==> src/rtl/game_pkg.sv <==
// Shared game types and constants.
//   state_e         : round state machine encoding
//   HEALTH_W/DMG_W  : health and damage widths
//   FULL_HEALTH_DEFAULT : default full-health load value
//   P1/P2           : player index constants (also round-robin pointer values)
//   sat_sub         : saturating health minus damage
package game_pkg;

  typedef enum logic [1:0] {
    ST_IDLE     = 2'd0,
    ST_FIGHT    = 2'd1,
    ST_KO_DRAIN = 2'd2,
    ST_DONE     = 2'd3
  } state_e;

  localparam int unsigned HEALTH_W            = 9;
  localparam int unsigned DMG_W               = 8;
  localparam int unsigned FULL_HEALTH_DEFAULT = 200;

  localparam logic P1 = 1'b0;
  localparam logic P2 = 1'b1;

  // Clamp to zero when damage meets or exceeds remaining health.
  function automatic logic [HEALTH_W-1:0] sat_sub(input logic [HEALTH_W-1:0] health,
                                                  input logic [DMG_W-1:0]    dmg);
    logic [HEALTH_W-1:0] dmg_ext;
    dmg_ext = HEALTH_W'(dmg);
    return (dmg_ext >= health) ? '0 : (health - dmg_ext);
  endfunction

endpackage

==> src/rtl/tick_divider.sv <==
// Free-running divider producing a registered single-cycle pulse every DIV clocks.
//   clk   : system clock
//   reset : synchronous active-high reset, restarts the count
//   tick  : one-cycle pulse, first one DIV cycles after reset release
module tick_divider #(
  parameter int unsigned DIV = 4
) (
  input  logic clk,
  input  logic reset,
  output logic tick
);

  localparam int unsigned CNT_W = (DIV > 1) ? $clog2(DIV) : 1;

  logic [CNT_W-1:0] cnt_q;
  logic             at_top;

  assign at_top = (cnt_q == CNT_W'(DIV - 1));

  // Counter wraps 0..DIV-1; pulse is the registered wrap indication.
  always_ff @(posedge clk) begin
    if (reset) begin
      cnt_q <= '0;
      tick  <= 1'b0;
    end else begin
      tick  <= at_top;
      cnt_q <= at_top ? '0 : (cnt_q + CNT_W'(1));
    end
  end

endmodule

==> src/rtl/health_manager.sv <==
// Owns both fighters' health, arbitrates hit requests, applies saturating
// damage one hit per cycle, generates the bar animation tick and runs the
// round state machine (IDLE, FIGHT, KO_DRAIN, DONE).
//   clk, reset        : clock, synchronous active-high reset
//   round_start       : starts a round from IDLE or DONE
//   hit_req[1:0]      : bit0 P1 hits P2, bit1 P2 hits P1; held until acked
//   dmg_p1, dmg_p2    : damage carried by each player's hit
//   hit_ack[1:0]      : one-cycle grant pulse
//   p1_health, p2_health : current health values
//   drop_tick         : animation pulse every DROP_DIV cycles
//   ko[1:0]           : sticky KO flags (bit0 P1, bit1 P2)
//   fighting, round_done : state indications
module health_manager
  import game_pkg::*;
#(
  parameter int unsigned FULL_HEALTH   = FULL_HEALTH_DEFAULT,
  parameter int unsigned DROP_DIV      = 250000,
  parameter int unsigned KO_HOLD_TICKS = 200
) (
  input  logic                clk,
  input  logic                reset,
  input  logic                round_start,
  input  logic [1:0]          hit_req,
  input  logic [DMG_W-1:0]    dmg_p1,
  input  logic [DMG_W-1:0]    dmg_p2,
  output logic [1:0]          hit_ack,
  output logic [HEALTH_W-1:0] p1_health,
  output logic [HEALTH_W-1:0] p2_health,
  output logic                drop_tick,
  output logic [1:0]          ko,
  output logic                fighting,
  output logic                round_done
);

  localparam int unsigned KO_CNT_W = (KO_HOLD_TICKS > 1) ? $clog2(KO_HOLD_TICKS) : 1;

  state_e               state_q, state_d;
  logic                 rr_q;
  logic [KO_CNT_W-1:0]  ko_cnt_q;
  logic [1:0]           grant_c;
  logic                 dual_c;
  logic                 apply_c;
  logic                 reload_c;
  logic                 ko_hit_c;
  logic                 drain_end_c;
  logic [HEALTH_W-1:0]  p1_next_c, p2_next_c;

  tick_divider #(
    .DIV (DROP_DIV)
  ) u_drop_div (
    .clk   (clk),
    .reset (reset),
    .tick  (drop_tick)
  );

  // Arbiter: single requester wins outright, dual requests go to the RR pointer.
  always_comb begin
    grant_c = 2'b00;
    dual_c  = 1'b0;
    case (hit_req)
      2'b01:   grant_c = 2'b01;
      2'b10:   grant_c = 2'b10;
      2'b11: begin
        dual_c  = 1'b1;
        grant_c = (rr_q == P1) ? 2'b01 : 2'b10;
      end
      default: grant_c = 2'b00;
    endcase
  end

  // Damage datapath: P1's hit lands on P2 and vice versa.
  always_comb begin
    p2_next_c   = sat_sub(p2_health, dmg_p1);
    p1_next_c   = sat_sub(p1_health, dmg_p2);
    apply_c     = (state_q == ST_FIGHT);
    ko_hit_c    = apply_c && ((grant_c[0] && (p2_next_c == '0)) ||
                              (grant_c[1] && (p1_next_c == '0)));
    drain_end_c = drop_tick && (ko_cnt_q == KO_CNT_W'(KO_HOLD_TICKS - 1));
  end

  // FSM state register.
  always_ff @(posedge clk) begin
    if (reset) state_q <= ST_IDLE;
    else       state_q <= state_d;
  end

  // FSM next state; reload_c marks a round (re)start.
  always_comb begin
    state_d  = state_q;
    reload_c = 1'b0;
    case (state_q)
      ST_IDLE, ST_DONE: begin
        if (round_start) begin
          state_d  = ST_FIGHT;
          reload_c = 1'b1;
        end
      end
      ST_FIGHT: begin
        if (ko_hit_c) state_d = ST_KO_DRAIN;
      end
      ST_KO_DRAIN: begin
        if (drain_end_c) state_d = ST_DONE;
      end
      default: state_d = ST_IDLE;
    endcase
  end

  // FSM outputs, decoded from the state register only.
  always_comb begin
    fighting   = 1'b0;
    round_done = 1'b0;
    case (state_q)
      ST_FIGHT: fighting   = 1'b1;
      ST_DONE:  round_done = 1'b1;
      default: begin
        fighting   = 1'b0;
        round_done = 1'b0;
      end
    endcase
  end

  // Health, KO flags, acks and pointer. Reload beats any same-cycle hit,
  // which is still acked so the requester is released.
  always_ff @(posedge clk) begin
    if (reset) begin
      p1_health <= HEALTH_W'(FULL_HEALTH);
      p2_health <= HEALTH_W'(FULL_HEALTH);
      hit_ack   <= 2'b00;
      ko        <= 2'b00;
      rr_q      <= P1;
    end else begin
      hit_ack <= grant_c;
      if (reload_c) begin
        p1_health <= HEALTH_W'(FULL_HEALTH);
        p2_health <= HEALTH_W'(FULL_HEALTH);
        ko        <= 2'b00;
        rr_q      <= P1;
      end else begin
        if (dual_c) rr_q <= (rr_q == P1) ? P2 : P1;
        if (apply_c && grant_c[0]) begin
          p2_health <= p2_next_c;
          if (p2_next_c == '0) ko[1] <= 1'b1;
        end
        if (apply_c && grant_c[1]) begin
          p1_health <= p1_next_c;
          if (p1_next_c == '0) ko[0] <= 1'b1;
        end
      end
    end
  end

  // Counts animation pulses while the KO bar drains.
  always_ff @(posedge clk) begin
    if (reset) begin
      ko_cnt_q <= '0;
    end else if (state_q != ST_KO_DRAIN) begin
      ko_cnt_q <= '0;
    end else if (drop_tick) begin
      ko_cnt_q <= drain_end_c ? '0 : (ko_cnt_q + KO_CNT_W'(1));
    end
  end

endmodule
==> config.mk <==
export PLATFORM = sky130hd
export DESIGN_NAME = health_manager
export DESIGN_NICKNAME = d
export VERILOG_FILES = /design/src/rtl/game_pkg.sv /design/src/rtl/tick_divider.sv /design/src/rtl/health_manager.sv
export SDC_FILE = /design/constraint.sdc
export NUM_CORES = 1
export LEC_CHECK = 0
export CAP_MARGIN = 5
export CORE_UTILIZATION = 29
export CTS_CLUSTER_DIAMETER = 100
export DETAILED_ROUTE_END_ITERATION = 8
export RECOVER_POWER = 25
export SETUP_SLACK_MARGIN = 0.2
export SLEW_MARGIN = 25
export SYNTH_ARGS = -nofsm -noshare
export SYNTH_HDL_FRONTEND = slang
export SYNTH_SLANG_ARGS = --single-unit
==> constraint.sdc <==
create_clock -name clk -period 6.4 [get_ports clk]
set_input_delay 0.96 -clock clk [delete_from_list [all_inputs] [get_ports clk]]
set_output_delay 0.96 -clock clk [all_outputs]
set_load 0.02 [all_outputs]
# == Word-level counts from Yosys, hierarchy flattened ==
# Cells that the tools add are included.
# word_totals
reg_bits,52
inputBits,21
out_inout_bits,25
elab_cells,60
# classes
n_addsub,4
order_cmp,2
n_eq_ne,12
muxes,15
n_reduce_logical,17
# op_table
op,n
$add 18x1->18 const B,1
$eq 18x18->1 const B,1
$ge 8x9->1,2
$logic_not 9->1,2
$mux 9,2
$sub 9x8->9,2
$pmux 2 s3,2
$add 8x1->8 const B,1
$eq 2x2->1 const B,4
$eq 8x8->1 const B,1
$mux 2,4
$mux 8,1
$reduce_or 2->1,4
$logic_and 1x1->1,6
$mux 1,6
$ne 2x2->1 const B,3
$eq 2x1->1 const B,2
$reduce_and 2->1,2
$reduce_and 3->1,1
$logic_not 2->1,1
$ne 2x1->1 const B,1
$logic_or 1x1->1,1

# == Depth between registers and ports, before layout ==
# depth
word_depth,8
mapped_depth,12
ltp_nobuf,12

# == By module ==
# Synthesis repeated with hierarchy kept, for this count alone.
# hier_totals
cells_unflattened,387
hier_area_um2,3175.5
# modules_own_cells
mod,n_inst,cells_each,area_per_inst_um2
health_manager,1,293,2323.5
tick_divider,1,94,852.1

# == Worst setup path after synthesis ==
# OpenSTA, ideal clock, no wires.
# synth_path
path_type,input to register
startpoint,input dmg_p1[0]
endpoint,register state_q[0]
arrival_ns,3.095
required_ns,6.268
setup_slack_ns,3.173
stages,11
path_buffers,0
cell_sequence,ha_1 -> fa_1 -> nand2b_1 -> a21oi_1 -> nor4_1 -> a311oi_1 -> nand3_1 -> o311ai_1 -> and2_1 -> a31o_1 -> a311oi_2
# synth_between
elab_chain_len,8
elab_cells_between_ends,9
cone_classes,add/sub: 1; order compare: 1; eq/ne: 1; mux: 1; reduce/logical: 5
# synth_lines
element,line_no,source
"start, declared",health_manager.sv:24,"input logic [DMG_W-1:0] dmg_p1,"
$sub 9x8->9 or $ge 8x9->1 (tied branches),game_pkg.sv:28,return (dmg_ext >= health) ? '0 : (health - dmg_ext);
$mux 9 (*),game_pkg.sv:28,
$logic_not 9->1 (*),health_manager.sv:76,ko_hit_c = apply_c && ((grant_c[0] && (p2_next_c == '0)) ||
$logic_and 1x1->1 (*),health_manager.sv:76,
$logic_or 1x1->1 (*),health_manager.sv:76,
$logic_and 1x1->1 (*),health_manager.sv:76,
$ne 2x1->1 (no source line) (*),-,
$reduce_and 3->1 (no source line) (*),-,
"end signal, assigned",health_manager.sv:84,else state_q <= state_d;
"end, declared",health_manager.sv:37,"state_e state_q, state_d;"
# Every way passes the cells marked *; elsewhere a longest branch is shown, timed or not.
# A chain may end at the register's enable or synchronous reset.

# == Worst setup path in the final report ==
# Same ends and word-level chain as after synthesis.

==> flow_metrics.env <==
export IMPL_cts_setup_buffers=0
export IMPL_fin_ws_ns=2.816
export IMPL_post_cts_resize_count=0
export IMPL_critPathCaptureType="flop"
export IMPL_crit_slowest_cell="clkdlybuf4s50_1"
export IMPL_drc_errors=0
export IMPL_min_path_cells=1
export IMPL_gp_congestion=0.8274
export IMPL_avgRoutedWirePerCell_um=12.25
export IMPL_ys_top_cells_by_area="dfxtp_1 (34%), ha_1 (8.9%), nor2_1 (7.3%), xor2_1 (4.8%), a21oi_1 (4.1%)"
export IMPL_cts_max_level=2
export IMPL_dpl_cell_count=553
export IMPL_numCtsBuffers=5
export IMPL_wl_met1_mm=3.338
export IMPL_start_kind="input pin"
export IMPL_antenna_cells=0
export IMPL_pwr_share_comb_pct=36.3
export IMPL_drt_iter0_drc=86
export IMPL_status="complete, no violations"
export IMPL_cap_violations=0
export IMPL_grt_pass1_vias=2590
export IMPL_vias=2733
export IMPL_cts_hold_buf=0
export IMPL_synth_cell_types=53
export IMPL_fin_crit_ns=3.584
export IMPL_dieHeight_um=105.2
export IMPL_cts_root_buf="clkbuf_8"
export IMPL_cts_tree="done"
export IMPL_antenna_found_initial=0
export IMPL_grt_max_degree=22
export IMPL_intPower_uw=554.3
export IMPL_rsz0062_at_grt="false"
export IMPL_seqPwrFrac_pct=41.8
export IMPL_routed_wl_mm=6.874
export IMPL_met3_length_um=244
export IMPL_seq_area_frac_synth_pct=33.73
export IMPL_yosys_most_used_dff="dfxtp_1"
export IMPL_critPathMaxStageDelay_ns=0.41
export IMPL_top_layer="met4"
export IMPL_p_leak_nw=1.375
export IMPL_row_count=37
export IMPL_track_usage_pct=13.11
export IMPL_grt_overflow=0
export IMPL_yosys_warnings=0
export IMPL_port_buffers=45
export IMPL_netSwitchingPower_uw=310.7
export IMPL_final_setup_tns_ns=0
export IMPL_fp_dieArea_mm2=0.01106
export IMPL_wl_met2_mm=3.212
export IMPL_final_core_util_pct=36.48
export IMPL_fill_cells=1072
export IMPL_async_flop_share_pct=0
export IMPL_core_mm2=0.01032
export IMPL_worstSkewPairLatency_ns=0.31
export IMPL_areaGrowthSynthToFinish_pct=22.01
export IMPL_cts_num_sinks=52
export IMPL_grt_pass1_wl_mm=11.90
export IMPL_avgViaCountPerCell=4.872
export IMPL_dr_pass1_iters=7
export IMPL_drtAntennaViolNets=0
export IMPL_avgSynthCellArea_um2=8.123
export IMPL_dp_slack_ns=2.474
export IMPL_min_period_over_period_pct=56.00
export IMPL_p_sw_share_pct=35.92
export IMPL_finalClockSkew_ns=0.01026
export IMPL_slew_headroom_pct=38.16
export IMPL_drive_gt1_share_pct=3.765
export IMPL_p_per_area_mw_per_mm2=229.7
export IMPL_synthDominantCellAreaShare_pct=33.73
export IMPL_syn_area_mm2=0.003087
export IMPL_drv_slew=0
export IMPL_synth_edf_count=0
export IMPL_finalHoldViolations=0
export IMPL_fin_hold_ws_ns=0.4493
export IMPL_die_x_um=105.2
export IMPL_io_pin_count=46
export IMPL_required_ns=6.59
export IMPL_synth_nets=425
export IMPL_rr_worst_depth=12
export IMPL_synth_seq_cells=52
export IMPL_crit_type="in2reg"
export IMPL_synth_cells=380
export IMPL_final_cells=561
export IMPL_start_util_pct=29.90
export IMPL_worstMarginPinSlew_ns=0.9276
export IMPL_hp_class="reg2reg"
export IMPL_clkPwrFrac_pct=21.9
export IMPL_num_nets_final=469
export IMPL_finalSetupViolCount=0
export IMPL_synth_area_leader_cell="dfxtp_1"
export IMPL_cp_max_fo=3
export IMPL_arrival_ns=3.78
export IMPL_clk_path_buf_depth=2
export IMPL_max_freq_mhz=279.0
export IMPL_peakVddDrop_mv=0.08619
export IMPL_worstPathCellList="clkdlybuf4s50_1 > ha_1 > fa_1 > nand2b_1 > a21oi_1 > nor4_1 > a311oi_1 > nand3_1 > o311ai_1 > and2_1 > a31o_1 > a311oi_2"
export IMPL_clk_pin_slew_ns=0.10
export IMPL_dp_final_hpwl_mm=5.307
==> worst paths after layout <==
kind	start	to	slack, ns
max	dmg_p1[0]	state_q[0]$_SDFFE_PP0P_	2.82
min	u_drop_div.cnt_q[0]$_SDFF_PP0_	u_drop_div.cnt_q[0]$_SDFF_PP0_	0.45
max reg2reg	p2_health[0]$_SDFFE_PP0P_	state_q[0]$_SDFFE_PP0P_	3.48
min reg2reg	u_drop_div.cnt_q[0]$_SDFF_PP0_	u_drop_div.cnt_q[0]$_SDFF_PP0_	0.45
==> state kept, by name (all words and copies together) (netlist names) <==
register,flops
state_q,2
ko,2
hit_ack,2
u_drop_div.cnt_q,18
p1_health,9
ko_cnt_q,8
p2_health,9
rr_q,1
u_drop_div.tick,1
==> power groups by stage <==
stage	Combinational [mW]	Sequential [mW]	Clock [mW]
5_1_grt	0.349	0.365	0.214
2_1_floorplan	0.210	0.379	0
4_1_cts	0.315	0.362	0.198
3_3_place_gp	0.308	0.369	0
3_5_place_dp	0.314	0.369	0
6_report	0.314	0.362	0.189
==> Yosys cell counts (all sizes together) (3+ instances only) <==
master  instances
and3            6
nand3          14
o211ai          3
o31ai           5
nor2b           5
a311oi          3
nand2          27
xor2           17
xnor2          12
clkbuf          8
dfxtp          52
a31oi           3
a22oi           3
nor2           60
o21ai          11
a221o           3
a21oi          25
inv            30
ha             22
or3             5
nor3           11
o21a            3
nor4            6
and2            3
nand2b          6
nand4           9
==> stage by stage <==
stage / power [mW] / cell area (µm²)
after detailed placement: 0.6829 / 3677
final: 0.8650 / 3766
after floorplan: 0.5893 / 3087
after global routing: 0.9279 / 3766
after global placement: 0.6770 / 3677
after CTS: 0.8753 / 3766
==> placed cells by master (no fill, tap or decap), types with 2 or more instances in the layout <==
cell | netlist | final
a21boi_0 | 2 | 2
a31oi_1 | 3 | 3
clkbuf_8 | 0 | 5
nor2_1 | 60 | 60
and3_1 | 6 | 6
nand4_1 | 9 | 9
or4_1 | 2 | 2
o21ai_0 | 11 | 11
and2_1 | 3 | 3
nand3b_1 | 2 | 2
nor2b_1 | 4 | 4
o211ai_1 | 3 | 3
a22oi_1 | 3 | 3
nand2_1 | 27 | 27
o31ai_1 | 4 | 4
xnor2_1 | 11 | 11
nor4_1 | 6 | 6
ha_1 | 22 | 22
a21o_1 | 2 | 2
a311oi_1 | 2 | 2
a21oi_1 | 25 | 25
xor2_1 | 17 | 17
or3_1 | 5 | 5
clkdlybuf4s50_1 | 0 | 44
o21a_1 | 3 | 3
nand2b_1 | 6 | 6
fa_1 | 2 | 2
nor3b_1 | 2 | 2
nor3_1 | 11 | 11
inv_1 | 30 | 30
dfxtp_1 | 52 | 52
nand3_1 | 12 | 12
a221o_1 | 3 | 3
==> final cells by class <==
cell class	count	area, µm²	area share [%]
Clock inverter	2	16.27	0.4319
Inverter	30	112.6	2.990
Tap cell	136	170.2	4.518
Clock buffer	6	72.57	1.927
Timing Repair Buffer	45	450.4	11.96
Sequential cell	52	1041	27.64
Multi-Input combinational cell	290	1903	50.53
==> routing by layer <==
layer  global-route usage [%]  vias to the layer above
li1                         -                     1412
met1                    16.63                     1257
met2                    22.52                       59
met3                    2.558                        5
met4                    3.622                        0
met5                        0                        -
==> kinds of logic after synthesis <==
group                      after synthesis  synth area share (%)
AOI/OAI and AO/OA                       73                 16.50
buffers and inverters                   38                 4.621
xor gates and xnor gates                29                 8.472
muxes                                    1                0.3243
DFF                                     52                 33.73
adders and majority gates               24                 10.21
and+or+nand+nor                        163                 26.15
==> worst max-delay path, delay by kind of cell <==
kind	cells	cell delay (ns)
AOI/OAI and AO/OA	5	1.19
adders and majority gates	2	0.63
and+or+nand+nor	4	0.59
buffers and inverters	1	0.41
Note: power is estimated with default switching activity, not from simulation.
